`src/rtl/fp_pool_arbiter.sv`:
```
// Grants the shared floating-point operator pool to the FIR filter or FFT engine and
// steers results back to the issuer via an op_sel delay line matched to pool latency.
module fp_pool_arbiter #(
  parameter int LAT   = 8,
  parameter int RR_EN = 1
) (
  input  logic       clk,
  input  logic       rst,
  input  logic       req_filt,
  input  logic       rel_filt,
  input  logic       req_fft,
  input  logic       rel_fft,
  output logic       gnt_filt,
  output logic       gnt_fft,
  output logic [1:0] op_sel,
  output logic [1:0] res_sel,
  output logic       busy,
  output logic [7:0] handovers,
  output logic [1:0] dbg_state
);

  // Handshake: req_x is a level held while x wants the pool; gnt_x is registered and
  // stays high until the owner pulses rel_x for one cycle. rel from a non-owner is ignored,
  // and rel wins over a concurrent req from the owner.
  typedef enum logic [1:0] {
    IDLE     = 2'd0,
    OWN_FILT = 2'd1,
    OWN_FFT  = 2'd2,
    DRAIN    = 2'd3
  } state_t;

  state_t     r_state;
  state_t     w_state_nxt;
  logic [4:0] r_cnt;
  logic [4:0] w_cnt_nxt;
  logic       r_last_fft;
  logic       w_last_fft_nxt;
  logic [7:0] r_handovers;
  logic       w_release;
  logic       w_filt_wins;
  logic [1:0] r_res_pipe [LAT];

  always_comb begin
    w_state_nxt    = r_state;
    w_cnt_nxt      = r_cnt;
    w_last_fft_nxt = r_last_fft;
    w_release      = 1'b0;
    // Filter wins a tie under fixed priority, or under round-robin when FFT owned last.
    w_filt_wins    = req_filt && (!req_fft || (RR_EN == 0) || r_last_fft);
    case (r_state)
      IDLE: begin
        if (w_filt_wins) begin
          w_state_nxt    = OWN_FILT;
          w_last_fft_nxt = 1'b0;
        end else if (req_fft) begin
          w_state_nxt    = OWN_FFT;
          w_last_fft_nxt = 1'b1;
        end
      end
      OWN_FILT: begin
        if (rel_filt) begin
          w_state_nxt = DRAIN;
          w_cnt_nxt   = 5'(LAT - 1);
          w_release   = 1'b1;
        end
      end
      OWN_FFT: begin
        if (rel_fft) begin
          w_state_nxt = DRAIN;
          w_cnt_nxt   = 5'(LAT - 1);
          w_release   = 1'b1;
        end
      end
      DRAIN: begin
        if (r_cnt == 5'd0) begin
          w_state_nxt = IDLE;
        end else begin
          w_cnt_nxt = r_cnt - 5'd1;
        end
      end
      default: w_state_nxt = IDLE;
    endcase
  end

  always_ff @(posedge clk or posedge rst) begin
    if (rst) begin
      r_state     <= IDLE;
      r_cnt       <= 5'd0;
      r_last_fft  <= 1'b1;
      r_handovers <= 8'd0;
    end else begin
      r_state    <= w_state_nxt;
      r_cnt      <= w_cnt_nxt;
      r_last_fft <= w_last_fft_nxt;
      if (w_release) begin
        r_handovers <= r_handovers + 8'd1;
      end
    end
  end

  // Result steering: a pure LAT-deep copy of op_sel, no bypass.
  always_ff @(posedge clk or posedge rst) begin
    if (rst) begin
      for (int i = 0; i < LAT; i++) begin
        r_res_pipe[i] <= 2'b00;
      end
    end else begin
      r_res_pipe[0] <= op_sel;
      for (int i = 1; i < LAT; i++) begin
        r_res_pipe[i] <= r_res_pipe[i-1];
      end
    end
  end

  assign gnt_filt  = (r_state == OWN_FILT);
  assign gnt_fft   = (r_state == OWN_FFT);
  assign op_sel    = {gnt_fft, gnt_filt};
  assign res_sel   = r_res_pipe[LAT-1];
  assign busy      = (r_state != IDLE);
  assign handovers = r_handovers;
  assign dbg_state = r_state;

endmodule

```
`config.mk`:
```
export PLATFORM = sky130hd
export DESIGN_NAME = fp_pool_arbiter
export DESIGN_NICKNAME = d
export VERILOG_FILES = /design/src/rtl/fp_pool_arbiter.sv
export SDC_FILE = /design/constraint.sdc
export NUM_CORES = 1
export LEC_CHECK = 0
export ABC_AREA = 1
export ABC_CLOCK_PERIOD_IN_PS = 3730
export BUFFER_PORTS_ARGS = -buffer_cell sky130_fd_sc_hd__buf_4
export CORE_ASPECT_RATIO = 1.2
export CORE_UTILIZATION = 25
export CTS_BUF_LIST = sky130_fd_sc_hd__clkbuf_2
export CTS_CLUSTER_DIAMETER = 80
export CTS_CLUSTER_SIZE = 14
export DETAILED_ROUTE_END_ITERATION = 10
export SLEW_MARGIN = 40
export SYNTH_ARGS = -nofsm -noshare
export SYNTH_HDL_FRONTEND = slang
export SYNTH_SLANG_ARGS = --single-unit
```
`constraint.sdc`:
```
create_clock -name clk -period 3.73 [get_ports clk]
set_input_delay 0.1865 -clock clk [delete_from_list [all_inputs] [get_ports clk]]
set_output_delay 0.1865 -clock clk [all_outputs]
set_load 0.02 [all_outputs]
```
==> impl_metrics.json <==
{
  "p_int_mw": 0.8158,
  "drc": 0,
  "path_delay_family": "flip-flops",
  "cts_tree": "yes",
  "status": "finished, final reports clean",
  "reg2reg_setup_slack_ns": 2.18,
  "initial_core_util_pct": 26.36,
  "synth.top_cell.area_share_pct": 50.90,
  "post-place-ws_ns": 2.198,
  "synthDominantAreaCellType": "dfrtp_1",
  "diodes": 0,
  "cp.buffers_inverters": 2,
  "clock_sinks": 32,
  "fin_ws_ns": 2.148,
  "finalHoldViolCount": 0,
  "grt_max_degree": 33,
  "switchingPower_mw": 0.6406,
  "syn-num-nets": 172,
  "pwr_density_cell_nw_per_um2": 797.8,
  "reg2reg_depth": 8,
  "power_leakage_nw": 0.9591,
  "reg2reg_from": "dbg_state[0]$_DFFE_PP0P_",
  "layout.nets": 199,
  "drt_first_iter_violations": 40,
  "cts_resized": 0,
  "hold_class": "input port to flop",
  "max_cap_viol_count": 0,
  "startpoint_type": "flop",
  "io_buffers": 22,
  "cp.depth": 3,
  "grt_overflow_total": 0,
  "cp-end-kind": "output port",
  "htreeDepth": 2,
  "antenna_found_initial": 0,
  "yosys_warnings": 0,
  "slew_headroom_pct": 74.33,
  "drtAntennaViolNets": 0,
  "num_vias": 1034,
  "clockPowerShare_pct": 11.7,
  "critPathRequiredTime_ns": 3.54,
  "cp_max_fo": 5,
  "peakVddDrop_mv": 0.4451,
  "max_freq_ghz": 0.6320,
  "wirelength_um": 2480,
  "finalSetupTns_ns": 0,
  "hold-path-cell-count": 4,
  "crit_path_max_incr_delay_ns": 0.47,
  "swShare_pct": 43.99,
  "worstHoldStart": "req_filt",
  "grt_pass1_vias": 1037,
  "netlist_instances": 159,
  "finalMaxSlewViolations": 0,
  "avgViaCountPerCell": 3.873,
  "yosysSeqAreaShare_pct": 52.63,
  "crit_type": "flop to output port",
  "fillers": 620,
  "p_seq_share_pct": 40.5,
  "dieArea_um2": 6414,
  "netlist_area_um2": 1524,
  "synth_cell_type_count": 24,
  "slowest_stage": "dfrtp_1",
  "fp.dieH_um": 87.53,
  "worst_pin_slew_ns": 0.3850,
  "final_util_pct": 31.58,
  "rsz0062_at_grt": "no",
  "dr.pass1.iters": 4,
  "path_cells": "inv_1 -> ha_1 -> buf_4",
  "cts_buffers": 5,
  "finClkSkew_ns": 0.01108,
  "place_hpwl_um": 1844,
  "cts_buffer_depth": 2,
  "cts-root-buf": "clkbuf_2",
  "syn_to_final_growth_pct": 19.79,
  "drive_above_1_share_pct": 26.74,
  "path_clk_slew_ns": 0.18,
  "cp.arrival_ns": 1.40,
  "fin_crit_ns": 1.582,
  "fin_crit_sh_pct": 42.42,
  "grt_pass1_wl_um": 4491,
  "chipWidth_um": 73.28,
  "timing.rr.end": "handovers[2]$_DFFE_PP0P_",
  "grt.total_usage_pct": 9.397,
  "p_comb_share_pct": 47.8,
  "synth.avg_cell_area_um2": 9.585,
  "coreArea_um2": 5781,
  "clkLatencyLatePin_ns": 0.36,
  "wl_per_cell_um": 9.288,
  "ys_top_cells_by_area": "dfrtp_1, nand2_1, ha_1, inv_1, nand3_1",
  "place.gp.congestion": 0.7858,
  "row_count": 30,
  "ys_seq_elements": 32,
  "min_to": "r_last_fft$_DFFE_PP1P_",
  "finalSetupViolations": 0,
  "io_pins": 23
}
==> layout make-up <==
class / count / area (um2) / area share, %
Clock buffer: 5 / 25.02 / 1.371
Clock inverter: 3 / 23.77 / 1.302
Inverter: 21 / 78.83 / 4.318
Multi-Input combinational cell: 102 / 613.1 / 33.58
Sequential cell: 32 / 802.0 / 43.93
Tap cell: 80 / 100.1 / 5.483
Timing Repair Buffer: 24 / 182.7 / 10.01
==> worst max path at each step <==
| stage | from | end | slack [ns] |
|---|---|---|---|
| floorplan | dbg_state[0]$_DFFE_PP0P_ | handovers[2]$_DFFE_PP0P_ | 2.10 |
| global placement | dbg_state[1]$_DFFE_PP0P_ | handovers[2]$_DFFE_PP0P_ | 2.27 |
| detailed placement | dbg_state[1]$_DFFE_PP0P_ | handovers[2]$_DFFE_PP0P_ | 2.20 |
| CTS | dbg_state[1]$_DFFE_PP0P_ | op_sel[0] | 2.10 |
| global route | dbg_state[1]$_DFFE_PP0P_ | op_sel[0] | 2.00 |
| finish | dbg_state[0]$_DFFE_PP0P_ | op_sel[1] | 2.15 |
==> tightest hold or removal path, cell delays in order <==
cell	delay, ns
buf_4	0.09
nand2_1	0.05
nand2_1	0.04
o21ai_0	0.07
==> through the flow <==
stage	cells	cell area (um2)	hold slack, ns	power (mW)
5_1_grt	267	1826	0.03026	1.596
3_3_place_gp	258	1767	0.3010	1.292
6_report	267	1826	0.05179	1.456
4_1_cts	267	1826	0.01841	1.482
3_5_place_dp	258	1767	0.3005	1.304
2_1_floorplan	159	1524	0.3020	1.117
==> repair_timing <==
item | in CTS | in global routing
endpoints found under the hold margin | 31 | 0
buffers inserted | 0 | 0
hold buffers | 1 | 0
==> power groups by stage <==
stage                     Sequential, mW  Clock (mW)  Combinational, mW
final                              0.590       0.171              0.696
after global routing               0.610       0.201              0.785
after CTS                          0.592       0.183              0.707
after global placement             0.594           0              0.698
after detailed placement           0.600           0              0.704
after floorplan                    0.620           0              0.497
==> per-layer routing <==
metal	part of all wire (%)	vias to the layer above	global-route usage, %
met1	49	467	11.48
met3	5.4	6	3.452
met5	0	-	0
li1	-	539	-
met4	2.1	0	5.348
met2	44	22	14.23
==> state kept, by name, indices dropped and copies added (netlist names) <==
register and cells:
r_res_pipe 14, r_cnt 5, handovers 8, dbg_state 2, res_sel 2, r_last_fft 1
==> layout by cell type, fill, tap and decap left out <==
cell type / instances
clkinvlp_4: 2
inv_2: 2
xnor2_2: 1
nor2_4: 2
xor2_1: 3
nand2_4: 3
nand4_1: 2
nor2_1: 3
dlygate4sd3_1: 1
nor2_8: 1
nand2_1: 54
nand3_4: 1
ha_1: 7
nand3_1: 10
dfstp_2: 1
xnor2_1: 1
nand3_2: 1
clkbuf_2: 5
clkinv_4: 1
nor3_1: 1
dfrtp_1: 31
nand4_4: 1
nor2_2: 1
o21ai_0: 3
buf_4: 23
nand2_2: 5
inv_1: 19
nand3b_1: 2
==> kinds of logic after synthesis <==
group,count (synthesis),synth area share [%]
buf+inv,25,7.143
xor+xnor,5,3.367
flops,32,52.63
compound gates,3,0.9849
fa+ha+maj,7,5.747
simple gates,87,30.13
==> Yosys cell counts <==
cell type,n
xor2_1,3
inv_2,2
nor2_2,1
o21ai_0,3
nand2_1,54
buf_4,4
nand3_1,10
nand2_4,3
nand4_1,2
nand2_2,5
nor2_4,2
inv_1,19
nand3_4,1
xnor2_1,1
nand4_4,1
xnor2_2,1
dfrtp_1,31
dfstp_2,1
nand3_2,1
nor3_1,1
nand3b_1,2
nor2_1,3
nor2_8,1
ha_1,7
(Power assumes the default switching activity.)
